<file path="src/rtl/encoder_fec_pck.sv">
// encoder_fec_pck: shared state/mode types and default sizing for the FEC chain controller
package encoder_fec_pck;
  typedef enum logic [2:0] {S_IDLE, S_LOAD, S_READ, S_WAIT1, S_WAIT2, S_DONE, S_ERR} state_t;
  typedef enum logic {MODE_TX = 1'b0, MODE_RX = 1'b1} mode_t;
  localparam int DEF_BLOCK_LEN = 8;
  localparam int DEF_TIMEOUT = 255;
endpackage

</file>
<file path="src/rtl/fec_watchdog.sv">
// fec_watchdog: counts stalled handshake cycles; expired fires on the tick that reaches TIMEOUT
module fec_watchdog
  import encoder_fec_pck::*;
#(
  parameter int TIMEOUT = DEF_TIMEOUT
) (
  input  logic clk,
  input  logic rst_n,
  input  logic clear,
  input  logic tick,
  output logic expired
);
  localparam int TMO_W = $clog2(TIMEOUT + 1);
  logic [TMO_W-1:0] cnt_q, cnt_d;
  always_comb cnt_d = clear ? '0 : tick ? cnt_q + 1'b1 : cnt_q;
  always_ff @(posedge clk) cnt_q <= !rst_n ? '0 : cnt_d;
  assign expired = tick && (cnt_q == TMO_W'(TIMEOUT - 1));
endmodule

</file>
<file path="src/rtl/fec_chain_controller.sv">
// fec_chain_controller: per frame, fills and drains the buffer, then handshakes two FEC stages in order
module fec_chain_controller
  import encoder_fec_pck::*;
#(
  parameter int BLOCK_LEN = DEF_BLOCK_LEN,
  parameter int TIMEOUT = DEF_TIMEOUT,
  localparam int CNT_W = $clog2(BLOCK_LEN + 1)
) (
  input  logic             clk,
  input  logic             rst_n,
  input  logic             en,
  input  logic             req,
  input  logic             mode,
  input  logic             buff_empty,
  input  logic             buff_full,
  input  logic             ack_encoder,
  input  logic             ack_decoder,
  input  logic             ack_modulator,
  input  logic             ack_demodulator,
  output logic             req_encoder,
  output logic             req_decoder,
  output logic             req_modulator,
  output logic             req_demodulator,
  output logic             en_encoder,
  output logic             en_decoder,
  output logic             en_modulator,
  output logic             en_demodulator,
  output logic             wr_en_buff,
  output logic             rd_en_buff,
  output logic             ack,
  output logic             busy,
  output logic             err,
  output logic [CNT_W-1:0] words_done
);
  state_t state_q, state_d;
  mode_t mode_q, mode_d;
  logic [CNT_W-1:0] cnt_q, cnt_d;
  logic block_q, block_d, wr_q, wr_d, rd_q, rd_d, ack_q, ack_d, busy_q, busy_d, err_q, err_d;
  logic [3:0] req_q, req_d, en_q, en_d;
  logic ack_first, ack_second, last_word, tick, expired, rx, first_en;
  assign ack_first = mode_q == MODE_RX ? ack_demodulator : ack_encoder;
  assign ack_second = mode_q == MODE_RX ? ack_decoder : ack_modulator;
  assign last_word = cnt_q == CNT_W'(BLOCK_LEN - 1);
  assign tick = (state_q == S_WAIT1 && !ack_first) || (state_q == S_WAIT2 && !ack_second);
  fec_watchdog #(.TIMEOUT(TIMEOUT)) u_wdog (
    .clk(clk),
    .rst_n(rst_n),
    .clear(state_d != state_q),
    .tick(tick),
    .expired(expired)
  );
  // block_q keeps a req held across DONE from launching another frame until it is seen low
  always_comb begin
    state_d = state_q;
    mode_d = mode_q;
    cnt_d = cnt_q;
    block_d = block_q && req;
    wr_d = 1'b0;
    rd_d = 1'b0;
    case (state_q)
      S_IDLE: if (req && !block_q) begin
        state_d = S_LOAD;
        mode_d = mode_t'(mode);
      end
      S_LOAD: if (!buff_full) begin
        wr_d = 1'b1;
        cnt_d = last_word ? '0 : cnt_q + 1'b1;
        state_d = last_word ? S_READ : S_LOAD;
      end
      S_READ: if (!buff_empty) begin
        rd_d = 1'b1;
        cnt_d = last_word ? '0 : cnt_q + 1'b1;
        state_d = last_word ? S_WAIT1 : S_READ;
      end
      S_WAIT1: state_d = ack_first ? S_WAIT2 : expired ? S_ERR : S_WAIT1;
      S_WAIT2: state_d = ack_second ? S_DONE : expired ? S_ERR : S_WAIT2;
      S_DONE: begin
        state_d = S_IDLE;
        block_d = 1'b1;
      end
      S_ERR: state_d = req ? S_ERR : S_IDLE;
      default: state_d = S_IDLE;
    endcase
    if (!en) begin
      state_d = S_IDLE;
      mode_d = mode_q;
      cnt_d = '0;
      wr_d = 1'b0;
      rd_d = 1'b0;
    end
    rx = mode_d == MODE_RX;
    first_en = state_d == S_READ || state_d == S_WAIT1;
    busy_d = state_d != S_IDLE && state_d != S_ERR;
    ack_d = state_d == S_DONE;
    err_d = state_d == S_ERR || (err_q && !en);
    req_d = rx ? {state_d == S_WAIT1, state_d == S_WAIT2, 2'b00} : {2'b00, state_d == S_WAIT2, state_d == S_WAIT1};
    en_d = rx ? {first_en, state_d == S_WAIT2, 2'b00} : {2'b00, state_d == S_WAIT2, first_en};
  end
  always_ff @(posedge clk) begin
    if (!rst_n) begin
      state_q <= S_IDLE;
      mode_q <= MODE_TX;
      cnt_q <= '0;
      block_q <= 1'b0;
      wr_q <= 1'b0;
      rd_q <= 1'b0;
      ack_q <= 1'b0;
      busy_q <= 1'b0;
      err_q <= 1'b0;
      req_q <= '0;
      en_q <= '0;
    end else begin
      state_q <= state_d;
      mode_q <= mode_d;
      cnt_q <= cnt_d;
      block_q <= block_d;
      wr_q <= wr_d;
      rd_q <= rd_d;
      ack_q <= ack_d;
      busy_q <= busy_d;
      err_q <= err_d;
      req_q <= req_d;
      en_q <= en_d;
    end
  end
  // stage vectors are ordered {demodulator, decoder, modulator, encoder}
  assign {req_demodulator, req_decoder, req_modulator, req_encoder} = req_q;
  assign {en_demodulator, en_decoder, en_modulator, en_encoder} = en_q;
  assign wr_en_buff = wr_q;
  assign rd_en_buff = rd_q;
  assign ack = ack_q;
  assign busy = busy_q;
  assign err = err_q;
  assign words_done = cnt_q;
endmodule

</file>
<file path="config.mk">
export PLATFORM = sky130hd
export DESIGN_NAME = fec_chain_controller
export DESIGN_NICKNAME = d
export VERILOG_FILES = /design/src/rtl/encoder_fec_pck.sv /design/src/rtl/fec_watchdog.sv /design/src/rtl/fec_chain_controller.sv
export SDC_FILE = /design/constraint.sdc
export NUM_CORES = 1
export LEC_CHECK = 0
export ABC_AREA = 1
export ABC_CLOCK_PERIOD_IN_PS = 1690
export CELL_PAD_IN_SITES_DETAIL_PLACEMENT = 0
export CELL_PAD_IN_SITES_GLOBAL_PLACEMENT = 1
export CORE_MARGIN = 4
export CORE_UTILIZATION = 37
export CTS_BUF_LIST = sky130_fd_sc_hd__clkbuf_4 sky130_fd_sc_hd__clkbuf_8
export DETAILED_ROUTE_END_ITERATION = 8
export GPL_TIMING_DRIVEN = 0
export PLACE_DENSITY_LB_ADDON = 0.05
export RECOVER_POWER = 50
export REMOVE_ABC_BUFFERS = 1
export SYNTH_ARGS = -nofsm -noshare
export SYNTH_HDL_FRONTEND = slang
export SYNTH_SLANG_ARGS = --single-unit
</file>
<file path="constraint.sdc">
create_clock -name clk -period 1.69 [get_ports clk]
set_input_delay 0.169 -clock clk [delete_from_list [all_inputs] [get_ports clk]]
set_output_delay 0.169 -clock clk [all_outputs]
set_load 0.02 [all_outputs]
</file>
-- Yosys cells after proc, flatten, opt, wreduce, memory -nomap -nowiden
Cells that the tools add are included.
- bits in registers: 30
- word-level logic and storage cells: 82
- bits of input ports: 11
- multiplexer cells: 24
- $add $sub $neg: 2
- reduce and logical (&&, ||, !) cells: 24
- bitwise gates (word level): 1
- eq/ne operators: 17
- operator list (kind ; count):
    3-bit two-way mux ; 7
    3-bit == test, second input constant ; 6
    3-bit one-hot mux with 6 select lines ; 1
    3-bit by 2-bit == test with 1-bit output, second input constant ; 4
    4-bit two-way mux ; 3
    1-bit two-way mux ; 9
    3-bit AND reduction ; 3
    8-bit by 1-bit adder with 8-bit output, second input constant ; 1
    8-bit == test, second input constant ; 1
    4-bit one-hot mux with 2 select lines ; 1
    1-bit logical AND ; 7
    2-bit two-way mux ; 3
    4-bit by 1-bit adder with 4-bit output, second input constant ; 1
    4-bit by 3-bit == test with 1-bit output, second input constant ; 1
    1-bit logical NOT ; 4
    2-bit inequality test, second input constant ; 2
    2-bit AND reduction ; 2
    2-bit OR reduction ; 2
    3-bit by 1-bit == test with 1-bit output, second input constant ; 1
    3-bit logical NOT ; 1
    1-bit logical OR ; 3
    3-bit inequality test ; 1
    3-bit inequality test, second input constant ; 1
    3-bit nonzero test ; 1
    other kinds (2) ; 2

-- Longest topological paths before layout
- depth after elaboration: 11
- gate-level depth with buffers: 14
- mapped depth without buffers: 14

-- Cells and area by module
A second synthesis with hierarchy kept.
- cell total of the unflattened synthesis: 201
- area, all modules: 1413.9 um^2
- modules (own cells, without submodules) (module ; times used ; cells each ; area each (um^2)):
    fec_chain_controller ; 1 ; 148 ; 1034.7
    fec_watchdog ; 1 ; 53 ; 379.1

-- Worst setup path after synthesis
OpenSTA, ideal clock, no wires.
- path kind: register to register
- start: register cnt_q[0] (netlist: words_done[0])
- end: register u_wdog.cnt_q[0]
- data arrival time: 1.465 ns
- required time: 1.570 ns
- setup time: 0.120 ns
- stages on the path, launching flop included: 13
- slack: 0.105 ns
- cells stage by stage: dfxtp_1 -> ha_1 -> nand2_1 -> nor2_1 -> nand2_1 -> nand2_1 -> nand2_1 -> inv_1 -> nand2_2 -> nand2_2 -> nand2_1 -> nand3_2 -> nor3_1
- word-level cells in the longest chain between the ends: 7
- elaborated cells between the ends (all ways): 9
- ends and longest elaborated chain (element ; line ; text):
    start: declaration ; fec_chain_controller.sv:37 ; logic [CNT_W-1:0] cnt_q, cnt_d;
    start signal: assignment ; fec_chain_controller.sv:115 ; cnt_q <= cnt_d;
    4-bit by 3-bit == test with 1-bit output * ; fec_chain_controller.sv:43 ; assign last_word = cnt_q == CNT_W'(BLOCK_LEN - 1);
    1-bit two-way mux or 2-bit two-way mux (tied branches) ; fec_chain_controller.sv:73, fec_chain_controller.sv:68 ;
    3-bit two-way mux, on equally long branches ; fec_chain_controller.sv:70, fec_chain_controller.sv:65 ;
    3-bit one-hot mux with 6 select lines * ; fec_chain_controller.sv:60 ; case (state_q)
    3-bit two-way mux * ; fec_chain_controller.sv:84 ; if (!en) begin
    3-bit inequality test * ; fec_chain_controller.sv:48 ; .clear(state_d != state_q),
    2-bit OR reduction (no line) * ; - ;
    end signal: assignment ; fec_watchdog.sv:16 ; always_ff @(posedge clk) cnt_q <= !rst_n ? '0 : cnt_d;
    end: declaration ; fec_watchdog.sv:14 ; logic [TMO_W-1:0] cnt_q, cnt_d;
Mark *: on every way between the ends. The rest lies on a longest branch, timed or not.
A chain may end at the register's enable or synchronous reset.

-- Worst setup path in the final report
- start: register cnt_q[3] (netlist: words_done[3])
- end: output port words_done[3]
- RTL lines (element ; line ; text):
    end: declaration ; fec_chain_controller.sv:33 ; output logic [CNT_W-1:0] words_done
No word-level cell between the ends.

==> run summary <==
The fraction of the cycle the final worst path needs came out at 92.38%. The area added between synthesis and finish came out at 41.62%. The actual slew at the worst max-slew pin came out at 564.2 ps. The worst hold slack came out at 436.1 ps. The maximum operating frequency came out at 640.6 MHz. The largest clock skew in the final design is 3.962 ps. The routability congestion estimate from global placement is 0.7665.

In the post-synthesis netlist, the biggest area contributors are sky130_fd_sc_hd__dfxtp_1 38%, sky130_fd_sc_hd__nand2_1 14%, sky130_fd_sc_hd__inv_1 9.1%. Across the run, the number of max-cap violations was 0. For this design, the sink count on the clock tree is 28. The total track usage is 13.40%. The share of flip-flops with an asynchronous set or reset after synthesis came out at 0%.

The cell count after placement came out at 294. The number of top-level pins is 28. The total overflow left after global routing is 0. The power density of the placed cells came out at 636.7 nW/um^2.

The largest buffer count on any clock path came out at 2. The starting utilization of the core area came out at 39.22%. The flow ran to the end, and the final reports show no timing, DRC or antenna violations. The die boundary width came out at 71.22 um.

Buffers inserted during clock tree synthesis total 3. The post-layout net count came out at 271. After detailed placement, the total cell area comes to 1787 um^2.

The signal on the critical path passes through clkdlybuf4s50_1. The sum of negative setup slack came out at 0 ps. The initial detailed-routing violation count is 49.

The number of global-route vias before repair is 1,287. The number of design rule violations left after detail routing came out at 0. Ranked by instance count, the synthesized netlist is headed by 57 x sky130_fd_sc_hd__nand2_1, 36 x sky130_fd_sc_hd__inv_1, 28 x sky130_fd_sc_hd__dfxtp_1, 28 x sky130_fd_sc_hd__nor2_1, 11 x sky130_fd_sc_hd__nand3_1. The number of synthesized register bits came out at 28.

The half-perimeter wire length after placement is 2360 um. The portion of the post-synthesis area used by sequential elements came out at 37.90%. The root buffer cell chosen for the clock tree is sky130_fd_sc_hd__clkbuf_8. The library cell occupying the most area in the post-synthesis netlist is sky130_fd_sc_hd__dfxtp_1.

In the synthesized netlist the dominant register cell turns out to be sky130_fd_sc_hd__dfxtp_1. The kind of critical path is reg -> out. The clock latency on the worst-skew pair is 280 ps. The final core utilization is 55.54%. The multi-input combinational cells in the finished layout cover a total of 910.9 um^2. The number of enable flip-flop cells after synthesis is 0.

The die covers 5072 um^2. The detailed-router iteration count before antenna repair is 4. The worst setup path is launched from a register. The number of vias after detailed routing came out at 1,388. The number of antenna violations at the first check in global routing came to 0. Synthesis produced a netlist whose cell count is 222. The worst setup path is captured at an output port. Fill cells in the final layout number 376. The cell family contributing the most delay on the critical path is buffers and inverters.

The post-route netlist has 27.73% of its cells at a drive strength greater than 1. The most common cell in the netlist is sky130_fd_sc_hd__nand2_1. For this block, the routed nets add up to 3257 um of wire. On the worst path, the slowest cell contributes a delay of 660 ps.

TritonCTS built the clock tree. Entering global routing, the biggest net connects 17 pins. The first global-routing pass estimated 5602 um of wire. Of all nets on the critical path, the largest fanout is 4. In this run the remaining antenna-violating nets after routing total 0. The number of hold buffers added after CTS was 0. The required time at the worst-slack endpoint is 1520 ps. Registers take 581.8 um^2. The yosys synthesis warning count came out at 0. The site row count is 22. The critical path arrival is 1390 ps. The post-layout instance count excluding filler cells came out at 304. Measured in cells, the most critical reg-to-reg path has a length of 13. The number of slew-limit violations in the final report is 0.

The number of endpoints failing setup at the final stage came out at 0. The headroom to the max-slew limit came out at 62.33%. The number of failing hold endpoints at the final stage came out at 0. The number of H-tree levels came out at 1.

The number of library cell types mapped by synthesis came out at 22. The worst hold path belongs to the class in -> reg. The hold path depth is 3.

The routed length per instance is 10.71 um. The placeable core region is 3771 um^2. The via-per-instance ratio came out at 4.566. The post-synthesis cell area came out at 1479 um^2. Counting both buffers and inverters, the worst setup path holds a total of 1. The final instance area is 2095 um^2. The proportion of netlist area held by the largest area contributor is 37.90%.

The antenna diode count is 0. A synthesized cell averages 6.662 um^2. The worst-path cell with the longest stage delay is sky130_fd_sc_hd__clkdlybuf4s50_1.

After clock tree synthesis, the clock-pin slew on the worst setup and hold paths is 100 ps. Measured along the y axis, the die boundary spans 71.22 um. In this run the number of cells on the critical path is 1.

The static leakage power is 0.8603 nW. The final critical path time including I/O delays and setup is 1561 ps. The worst voltage drop across the vdd grid came out at 325.9 uV. The number of port buffers came out at 27. Setup repair after global routing could not meet its margin everywhere.
==> repair_timing <==
item                       CTS  global route
resized for setup            4            54
gates cloned                 0             0
buffers inserted             1             5
pin swaps                    1            13
setup endpoints to repair    8            17
==> power by group <==
group | internal, mW | total, mW | switching, mW
Sequential | 0.661 | 0.667 | 0.00667
Combinational | 0.0513 | 0.132 | 0.0809
Clock | 0.317 | 0.534 | 0.217
Total | 1.03 | 1.33 | 0.305
==> per-layer routing <==
metal / track usage [%] / wire length, um
met1: 18.72 / 1576
met2: 21.53 / 1546
met3: 2.244 / 106
met4: 3.132 / 28
met5: 0 / 0
==> stage by stage <==
stage / total power [mW] / setup slack (ps)
2_1_floorplan: 0.7452 / 104.7
3_3_place_gp: 0.7986 / -209.8
3_5_place_dp: 0.7980 / -167.0
4_1_cts: 1.336 / 29.84
5_1_grt: 1.398 / -34.03
6_report: 1.334 / 128.9
==> sequential cells by signal (all words and copies together) (netlist names) <==
signal / cells
u_wdog.cnt_q: 8
req_q: 4
words_done: 4
state_q: 3
en_q: 2
ack: 1
block_q: 1
busy: 1
err: 1
mode_q: 1
rd_en_buff: 1
wr_en_buff: 1
==> kinds of logic (layout without fill, tap and decap cells) <==
group                    count (synthesis)  after routing  share of synthesized area (%)
AND/OR/NAND/NOR                        124            124                          37.48
buffers and inverters                   43             77                          11.67
flip-flops                              28             28                          37.90
AO/OA/AOI/OAI                           17             17                          6.261
XOR/XNOR                                 7              7                          4.146
adder cells (fa/ha/maj)                  3              3                          2.538
==> cells in the final DEF, fill, tap and decap left out, drive strengths merged <==
cell type	count
bufinv	1
inv	40
nand4	2
nor2	33
o31ai	1
nor3	9
xor2	6
ha	3
dfxtp	28
dlymetal6s2s	1
dlygate4sd3	1
or2	1
xnor2	1
clkbuf	3
nand2	65
a21oi	7
a21boi	1
clkdlybuf4s50	25
buf	6
nand3	14
o21ai	7
o211ai	1
==> path summary, 6_finish.rpt <==
path                                      start         endpoint  slack (ps)
worst max-delay path              words_done[3]    words_done[3]         130
worst min-delay path                         en         req_q[1]         440
worst max register to register  u_wdog.cnt_q[0]  u_wdog.cnt_q[7]         130
worst min register to register          block_q          block_q         480
==> area by class of cell <==
class | count | share of cell area (%)
inverters | 40 | 7.288
flip-flops and latches | 28 | 27.78
clock buffers | 3 | 1.971
multi-input cells | 151 | 43.49
well taps | 48 | 2.867
clock inverters | 1 | 1.434
repair buffers | 33 | 15.17
(Power assumes the default switching activity.)
